===== src/rtl/seat_access_arbiter.sv =====
// Seat-record memory arbiter: round-robin kiosk grant, validate, commit.
// Optional wipe path enabled by defining SEAT_CLEAR_EN.
module seat_access_arbiter #(
    parameter int NUM_KIOSK = 4,
    parameter int NUM_SEATS = 32,
    parameter int TIME_W    = 11
) (
    input  logic                   clk,
    input  logic                   rst,
    input  logic                   tick_min,
    input  logic [NUM_KIOSK-1:0]   req,
    input  logic [32*NUM_KIOSK-1:0] k_student_no,
    input  logic [5*NUM_KIOSK-1:0] k_seat_no,
    input  logic [2*NUM_KIOSK-1:0] k_seat_state,
    output logic [NUM_KIOSK-1:0]   ack,
    output logic [1:0]             result,
    output logic                   busy,
    output logic [TIME_W-1:0]      time_now,
    input  logic                   clear_req,
    output logic                   clear_done,
    output logic                   write_mem,
    output logic [31:0]            Student_No_mem,
    output logic [TIME_W-1:0]      Time_mem,
    output logic [1:0]             Seat_State_mem,
    output logic [4:0]             Seat_No_mem,
    output logic                   rst_mem,
    input  logic                   Do_Not_Seat
);

    localparam int PW = (NUM_KIOSK > 1) ? $clog2(NUM_KIOSK) : 1;

    typedef enum logic [2:0] {
        IDLE,
        SETUP,
        CHECK,
        COMMIT,
        RESP
    } state_t;

    state_t          state;
    logic [PW-1:0]   rr_ptr;
    logic [PW-1:0]   gnt;
    logic            bad;

    logic            gnt_vld;
    logic [PW-1:0]   gnt_idx;
    logic [PW-1:0]   cand;
    logic [31:0]     sel_stu;
    logic [4:0]      sel_seat;
    logic [1:0]      sel_state;

    // First requester at or after rr_ptr, plus that kiosk's fields
    always_comb begin
        gnt_vld   = 1'b0;
        gnt_idx   = '0;
        cand      = '0;
        sel_stu   = '0;
        sel_seat  = '0;
        sel_state = '0;
        for (int k = NUM_KIOSK - 1; k >= 0; k--) begin
            cand = PW'((int'(rr_ptr) + k) % NUM_KIOSK);
            if (req[cand]) begin
                gnt_vld = 1'b1;
                gnt_idx = cand;
            end
        end
        for (int i = 0; i < NUM_KIOSK; i++) begin
            if (int'(gnt_idx) == i) begin
                sel_stu   = k_student_no[32*i +: 32];
                sel_seat  = k_seat_no[5*i +: 5];
                sel_state = k_seat_state[2*i +: 2];
            end
        end
    end

    // Free-running minute counter, independent of the FSM
    always_ff @(posedge clk) begin
        if (rst) begin
            time_now <= '0;
        end else if (tick_min) begin
            time_now <= time_now + TIME_W'(1);
        end
    end

    // Transaction sequencer with registered memory and kiosk outputs
    always_ff @(posedge clk) begin
        if (rst) begin
            state          <= IDLE;
            rr_ptr         <= '0;
            gnt            <= '0;
            bad            <= 1'b0;
            ack            <= '0;
            result         <= 2'b00;
            busy           <= 1'b0;
            write_mem      <= 1'b0;
            Student_No_mem <= '0;
            Time_mem       <= '0;
            Seat_State_mem <= '0;
            Seat_No_mem    <= '0;
`ifdef SEAT_CLEAR_EN
            rst_mem        <= 1'b0;
            clear_done     <= 1'b0;
`endif
        end else begin
            write_mem <= 1'b0;
            ack       <= '0;
`ifdef SEAT_CLEAR_EN
            rst_mem    <= 1'b0;
            clear_done <= 1'b0;
`endif
            unique case (state)
                IDLE: begin
`ifdef SEAT_CLEAR_EN
                    if (clear_req) begin
                        rst_mem    <= 1'b1;
                        clear_done <= 1'b1;
                    end else if (gnt_vld) begin
`else
                    if (gnt_vld) begin
`endif
                        gnt            <= gnt_idx;
                        rr_ptr         <= PW'((int'(gnt_idx) + 1) % NUM_KIOSK);
                        Student_No_mem <= sel_stu;
                        Seat_No_mem    <= sel_seat;
                        Seat_State_mem <= sel_state;
                        Time_mem       <= time_now;
                        busy           <= 1'b1;
                        state          <= SETUP;
                    end
                end
                SETUP: begin
                    bad   <= (int'(Seat_No_mem) >= NUM_SEATS) ||
                             (Seat_State_mem == 2'd2);
                    state <= CHECK;
                end
                CHECK: begin
                    if (bad) begin
                        result <= 2'b10;
                    end else if (Do_Not_Seat) begin
                        result <= 2'b01;
                    end else begin
                        result <= 2'b00;
                    end
                    write_mem <= !bad && !Do_Not_Seat;
                    state     <= COMMIT;
                end
                COMMIT: begin
                    ack   <= NUM_KIOSK'(1) << gnt;
                    state <= RESP;
                end
                RESP: begin
                    busy  <= 1'b0;
                    state <= IDLE;
                end
                default: begin
                    busy  <= 1'b0;
                    state <= IDLE;
                end
            endcase
        end
    end

`ifndef SEAT_CLEAR_EN
    logic unused_clear_req;
    assign unused_clear_req = clear_req;
    assign clear_done = 1'b0;

    // Memory seat states follow system reset one cycle late
    always_ff @(posedge clk) begin
        rst_mem <= rst;
    end
`endif

endmodule


===== config.mk =====
export PLATFORM = sky130hd
export DESIGN_NAME = seat_access_arbiter
export DESIGN_NICKNAME = d
export VERILOG_FILES = /design/src/rtl/seat_access_arbiter.sv
export SDC_FILE = /design/constraint.sdc
export NUM_CORES = 1
export LEC_CHECK = 0
export ABC_CLOCK_PERIOD_IN_PS = 2700
export BUFFER_PORTS_ARGS = -buffer_cell sky130_fd_sc_hd__buf_2
export CAP_MARGIN = 20
export CORE_MARGIN = 2
export CORE_UTILIZATION = 47
export CTS_BUF_LIST = sky130_fd_sc_hd__clkbuf_4 sky130_fd_sc_hd__clkbuf_8
export DETAILED_ROUTE_END_ITERATION = 8
export GPL_ROUTABILITY_DRIVEN = 1
export PLACE_DENSITY = 0.86
export SYNTH_ARGS = -nofsm -noshare
export SYNTH_HDL_FRONTEND = slang
export SYNTH_SLANG_ARGS = --single-unit
export TNS_END_PERCENT = 50

===== constraint.sdc =====
create_clock -name clk -period 2.7 [get_ports clk]
set_clock_uncertainty 0.15 [all_clocks]
set_input_delay 0.405 -clock clk [delete_from_list [all_inputs] [get_ports clk]]
set_output_delay 0.405 -clock clk [all_outputs]
set_load 0.01 [all_outputs]

# Yosys cells after proc, flatten, opt, wreduce, memory -nomap -nowiden
# Index checks and enable logic that the tools add are counted.
op_classes:
  addsub: 5
  magnitude_cmp: 4
  n_eq_ne: 8
  n_shift: 1
  muxes: 34
  n_bitwise: 3
  reduce_logical: 10
ops:
  columns: ["cell", "n"]
  rows:
  - ["$mux 32", 4]
  - ["$mux 5", 4]
  - ["$mux 2", 9]
  - ["$lt 2x3->1 const B", 4]
  - ["$pmux 3 s4", 1]
  - ["$add 11x1->11 const B", 1]
  - ["$mux 1", 10]
  - ["$bmux 1 s2", 4]
  - ["$eq 2x2->1 const B", 3]
  - ["$eq 3x2->1 const B", 2]
  - ["$add 2x1->2 const B", 2]
  - ["$add 2x2->2 const B", 2]
  - ["$reduce_and 2->1", 2]
  - ["$reduce_or 2->1", 2]
  - ["$shl 1x2->4 const A", 1]
  - ["$eq 3x1->1 const B", 1]
  - ["$logic_not 3->1", 1]
  - ["$mux 3", 1]
  - ["$not 1->1", 3]
  - ["$reduce_or 3->1", 1]
  - ["$eq 2x1->1 const B", 1]
  - ["$logic_not 1->1", 2]
  - ["$logic_not 2->1", 1]
  - ["$ne 2x2->1 const B", 1]
  - ["2 further kinds", 2]
totals:
  register_bits: 78
  in_bits: 165
  word_cells: 79

# Logic depth before layout (Yosys ltp)
depth:
  ltp_word: 12
  ltp_mapped: 11
  ltp_nobuf: 9

# Worst setup path after synthesis
# OpenSTA, ideal clock, no wires.
synth_timing:
  path_kind: "register to register"
  from: "register rr_ptr[1]"
  to: "register Student_No_mem[11]"
  setup_time_ns: 0.073
  t_arrival_ns: 2.272
  path_slack_ns: 0.204
  path_stages_with_launch: 12
  period_less_slack_ns: 2.496
  cell_sequence: "dfxtp_1 > mux2i_1 > nor2_1 > nor3_1 > inv_1 > ha_1 > clkbuf_2 > buf_2 > clkbuf_1 > a221oi_1 > a211oi_1 > nor3_2"
synth_via:
  elab_chain_cells: 12
  word_cells_on_any_way: 28
synth_rtl:
  columns: ["element", "line_no", "text"]
  rows:
  - ["start, declared", "41", "logic [PW-1:0] rr_ptr;"]
  - ["start signal, assigned", "122", "rr_ptr <= PW'((int'(gnt_idx) + 1) % NUM_KIOSK);"]
  - ["$add 2x2->2", "61", "cand = PW'((int'(rr_ptr) + k) % NUM_KIOSK);"]
  - ["$bmux 1 s2", "62", "if (req[cand]) begin"]
  - ["$mux 1 (not written as such)", "62", null]
  - ["$mux 2 (3 in series)", "62", null]
  - ["$mux 2 (*)", "62", null]
  - ["via gnt_idx[0]", "46", "logic [PW-1:0] gnt_idx;"]
  - ["$logic_not 2->1", "68", "if (int'(gnt_idx) == i) begin"]
  - ["$mux 32 (3 in series)", "68", null]
  - ["$mux 32 (*)", "68", null]
  - ["end signal, assigned", "123", "Student_No_mem <= sel_stu;"]
  - ["end, declared", "22", "output logic [31:0] Student_No_mem,"]
# Mark *: on every way through the listed nets, which the timed path passes. The rest lies on a longest branch. The select of a mux whose other input is x is not followed.
# A chain may end at the register's enable or synchronous reset.

# Worst setup path in the final report
layout_timing:
  from: "register rr_ptr[1]"
  to: "register Student_No_mem[30]"
# The elaborated chain is that of the path after synthesis.

==> flow_summary.yaml <==
cells_and_area:
  synthToLayoutAreaGrowth_pct: 32.7
  diodes: 0
  fin_nets: 911
  drive_above_1_share_pct: 43.0
placed_design:
  numPortBuffers: 233
  hpwl_um: 9550
  routabilityCongestion: 0.886
die:
  start_util_pct: 47.8
  ioPinCount: 236
  dieArea_um2: 10000
  core-area_um2: 9110
  die_h_um: 100
  die_w_um: 100
  rows: 35
synth:
  synthArstFlopShare_pct: 0
  ys_ff_latch: 78
  synth.distinct_cells: 44
  avgSynthCellArea_um2: 8.17
  synth-edff-count: 0
  seq_area_frac_synth_pct: 35.9
  syn_inst: 533
  netlist.area_leader.share_pct: 35.9
  syn-num-nets: 703
  ys.flop_type: "dfxtp_1"
  yosys_warnings: 0
  synth_top_area_cell: "dfxtp_1"
  synthTopCellsByArea: "dfxtp_1 36%, a221oi_1 7.8%, a21oi_1 6.9%"
  syn-cell-area_um2: 4350
setup_path:
  worst-r2r-cell-count: 10
  crit_type: "reg -> reg"
  rrSetupSlack_ns: 0.21
  end_kind: "register"
  required_ns: 2.77
  cp_max_fo: 47
  r2r-start: "rr_ptr[1]"
  worst-endpoint-arrival_ns: 2.56
  start_kind: "register"
  regToRegEndpoint: "Student_No_mem[30]"
min_path:
  min_from: "Do_Not_Seat"
  hold_path_depth: 2
  holdPathEnd: "write_mem"
  hp-class: "in -> reg"
drt:
  drt-total-wl_um: 12900
  met2_wirelength_um: 6520
  dr_total_vias: 4744
  drc: 0
  drt_iter0_markers: 143
  firstDrtPassIters: 7
  ant_nets: 0
  wl_met1_um: 5270
  wl_per_cell_um: 15.0
  dr.max_layer_used: "met4"
  via_per_inst: 5.54
  wl_met3_um: 817
clock_network:
  insertion_delay_ns: 0.35
  clk_pin_slew_ns: 0.09
  cts.sinks: 78
  cts_setup_buffers: 0
  cts_tree: "done"
  cts-buffers-inserted: 9
  root_buffer: "clkbuf_8"
  cts_max_level: 3
  cts_resized: 0
  hold_buffers: 0
  clockBufferDepth: 2
pwr:
  swShare_pct: 37.6
  power.static_leakage_nw: 2.66
  powerDensity_nw_per_um2: 642
  vdd.ir_drop.worst_mv: 0.260
  p_sw_mw: 1.39
  clock_power_share_pct: 21.7
  power_mw: 3.71
  intPower_mw: 2.31
  combPwrFrac_pct: 40.5
  pwr-share-seq_pct: 37.9
global_route:
  antenna_found_initial: 0
  grt_overflow: 0
  grt_pass1_wl_um: 20500
  grt_pass1_vias: 4548
  grt_max_degree: 54
  grt_util_all_layers_pct: 25.0
run_status:
  outcome: "completed"
sta:
  min_period_ns: 2.49
  max_freq_mhz: 402
  hold_viol: 0
  finalCritPeriodShare_pct: 92.2
  worst_pin_slew_ns: 0.821
  relSlewSlack_pct: 45.2
  slew_violations: 0
  holdWs_ns: 0.0770
  fin_tns_setup_ns: 0
  rsz0062_at_grt: "false"
  setup_violations: 0
run:
  cap_violations: 0
-- critical path, cell delays in order (launching register included) --
cell,delay (ns)
dfxtp_1,0.45
mux2i_1,0.23
nor2_1,0.08
nor3_2,0.28
inv_1,0.12
ha_2,0.23
buf_12,0.18
a21oi_1,0.13
a221oi_1,0.09
a211oi_1,0.32
nor3_2,0.08
-- worst max-delay path by stage --
stage              start                  to  slack (ns)  cells past startpoint
2_1_floorplan  rr_ptr[1]  Student_No_mem[11]        0.20                     11
3_3_place_gp      req[0]  Student_No_mem[30]         0.1                     10
3_5_place_dp      req[2]  Student_No_mem[30]        0.02                     10
4_1_cts        rr_ptr[1]  Student_No_mem[30]        0.04                      9
5_1_grt        rr_ptr[1]  Student_No_mem[30]       0.008                     10
6_report       rr_ptr[1]  Student_No_mem[30]        0.21                     10
-- state kept, by name, summed over array words and instances, names as in the netlist, 2 cells and up --
signal / cells
ack: 4
state: 3
Time_mem: 11
Seat_No_mem: 5
Seat_State_mem: 2
Student_No_mem: 32
gnt: 2
rr_ptr: 2
result: 2
time_now: 11
-- Yosys cell counts, types with 3 or more instances --
cell      count
dfxtp_1      78
a21oi_1      60
inv_1        44
a211oi_1     39
a221oi_1     39
nand3b_1     39
nand2_1      32
nor3_1       32
clkbuf_1     29
nor2_2       29
nor2_1       25
nor3_2       13
buf_6         9
buf_2         8
ha_1          5
nand3_1       5
xor2_1        5
xnor2_1       4
nand4_1       3
o21ai_0       3
-- layout by cell type, fill, tap and decap left out, types with 5 or more instances in the layout --
master / n
buf_2: 233
dfxtp_1: 78
a21oi_1: 60
inv_1: 44
nand3b_1: 39
a211oi_1: 39
a221oi_1: 37
nand2_1: 32
nor3_1: 31
nor2_2: 29
nor2_1: 25
nor3_2: 14
clkbuf_8: 9
buf_4: 9
buf_12: 6
nand3_1: 5
xor2_1: 5
-- logic make-up (layout without fill, tap and decap cells) --
logic type	after synthesis	after routing	synth area share (%)
simple gates	196	196	26.9
compound gates	147	147	23.0
buf+inv	95	308	10.4
flops	78	78	35.9
xor+xnor	9	9	1.81
fa+ha+maj	5	5	1.44
mux	2	2	0.460
other cells	1	1	0.0861
-- cell type report --
type	count	area, um2
Tap cell	111	139
Multi-Input combinational cell	360	2380
Clock buffer	9	124
Inverter	44	165
Clock inverter	7	56.3
Timing Repair Buffer	248	1350
Fill cell	766	3330
Sequential cell	78	1560
-- power groups by stage --
stage / Combinational, mW / Clock (mW) / Sequential [mW]
CTS: 1.49 / 0.823 / 1.40
detailed placement: 1.48 / 0 / 1.43
finish: 1.50 / 0.803 / 1.40
global placement: 1.43 / 0 / 1.42
floorplan: 0.963 / 0 / 1.47
global route: 1.65 / 0.873 / 1.42
-- through the flow --
stage / worst slack [ns] / utilization [%] / instance area, um2 / cells
final: 0.212 / 63.4 / 5780 / 857
after global routing: 0.00797 / 63.4 / 5780 / 857
after CTS: 0.0357 / 63.1 / 5740 / 857
after detailed placement: 0.0227 / 61.1 / 5560 / 841
after global placement: 0.0953 / 61.1 / 5560 / 841
after floorplan: 0.204 / - / 4350 / 533
-- metal layers --
layer | up-vias | global-route usage (%)
met5 | - | 0
met4 | 0 | 10.6
met3 | 22 | 4.46
met2 | 206 | 45.3
met1 | 2194 | 28.7
li1 | 2322 | -
Note: power is estimated with default switching activity, not from simulation.
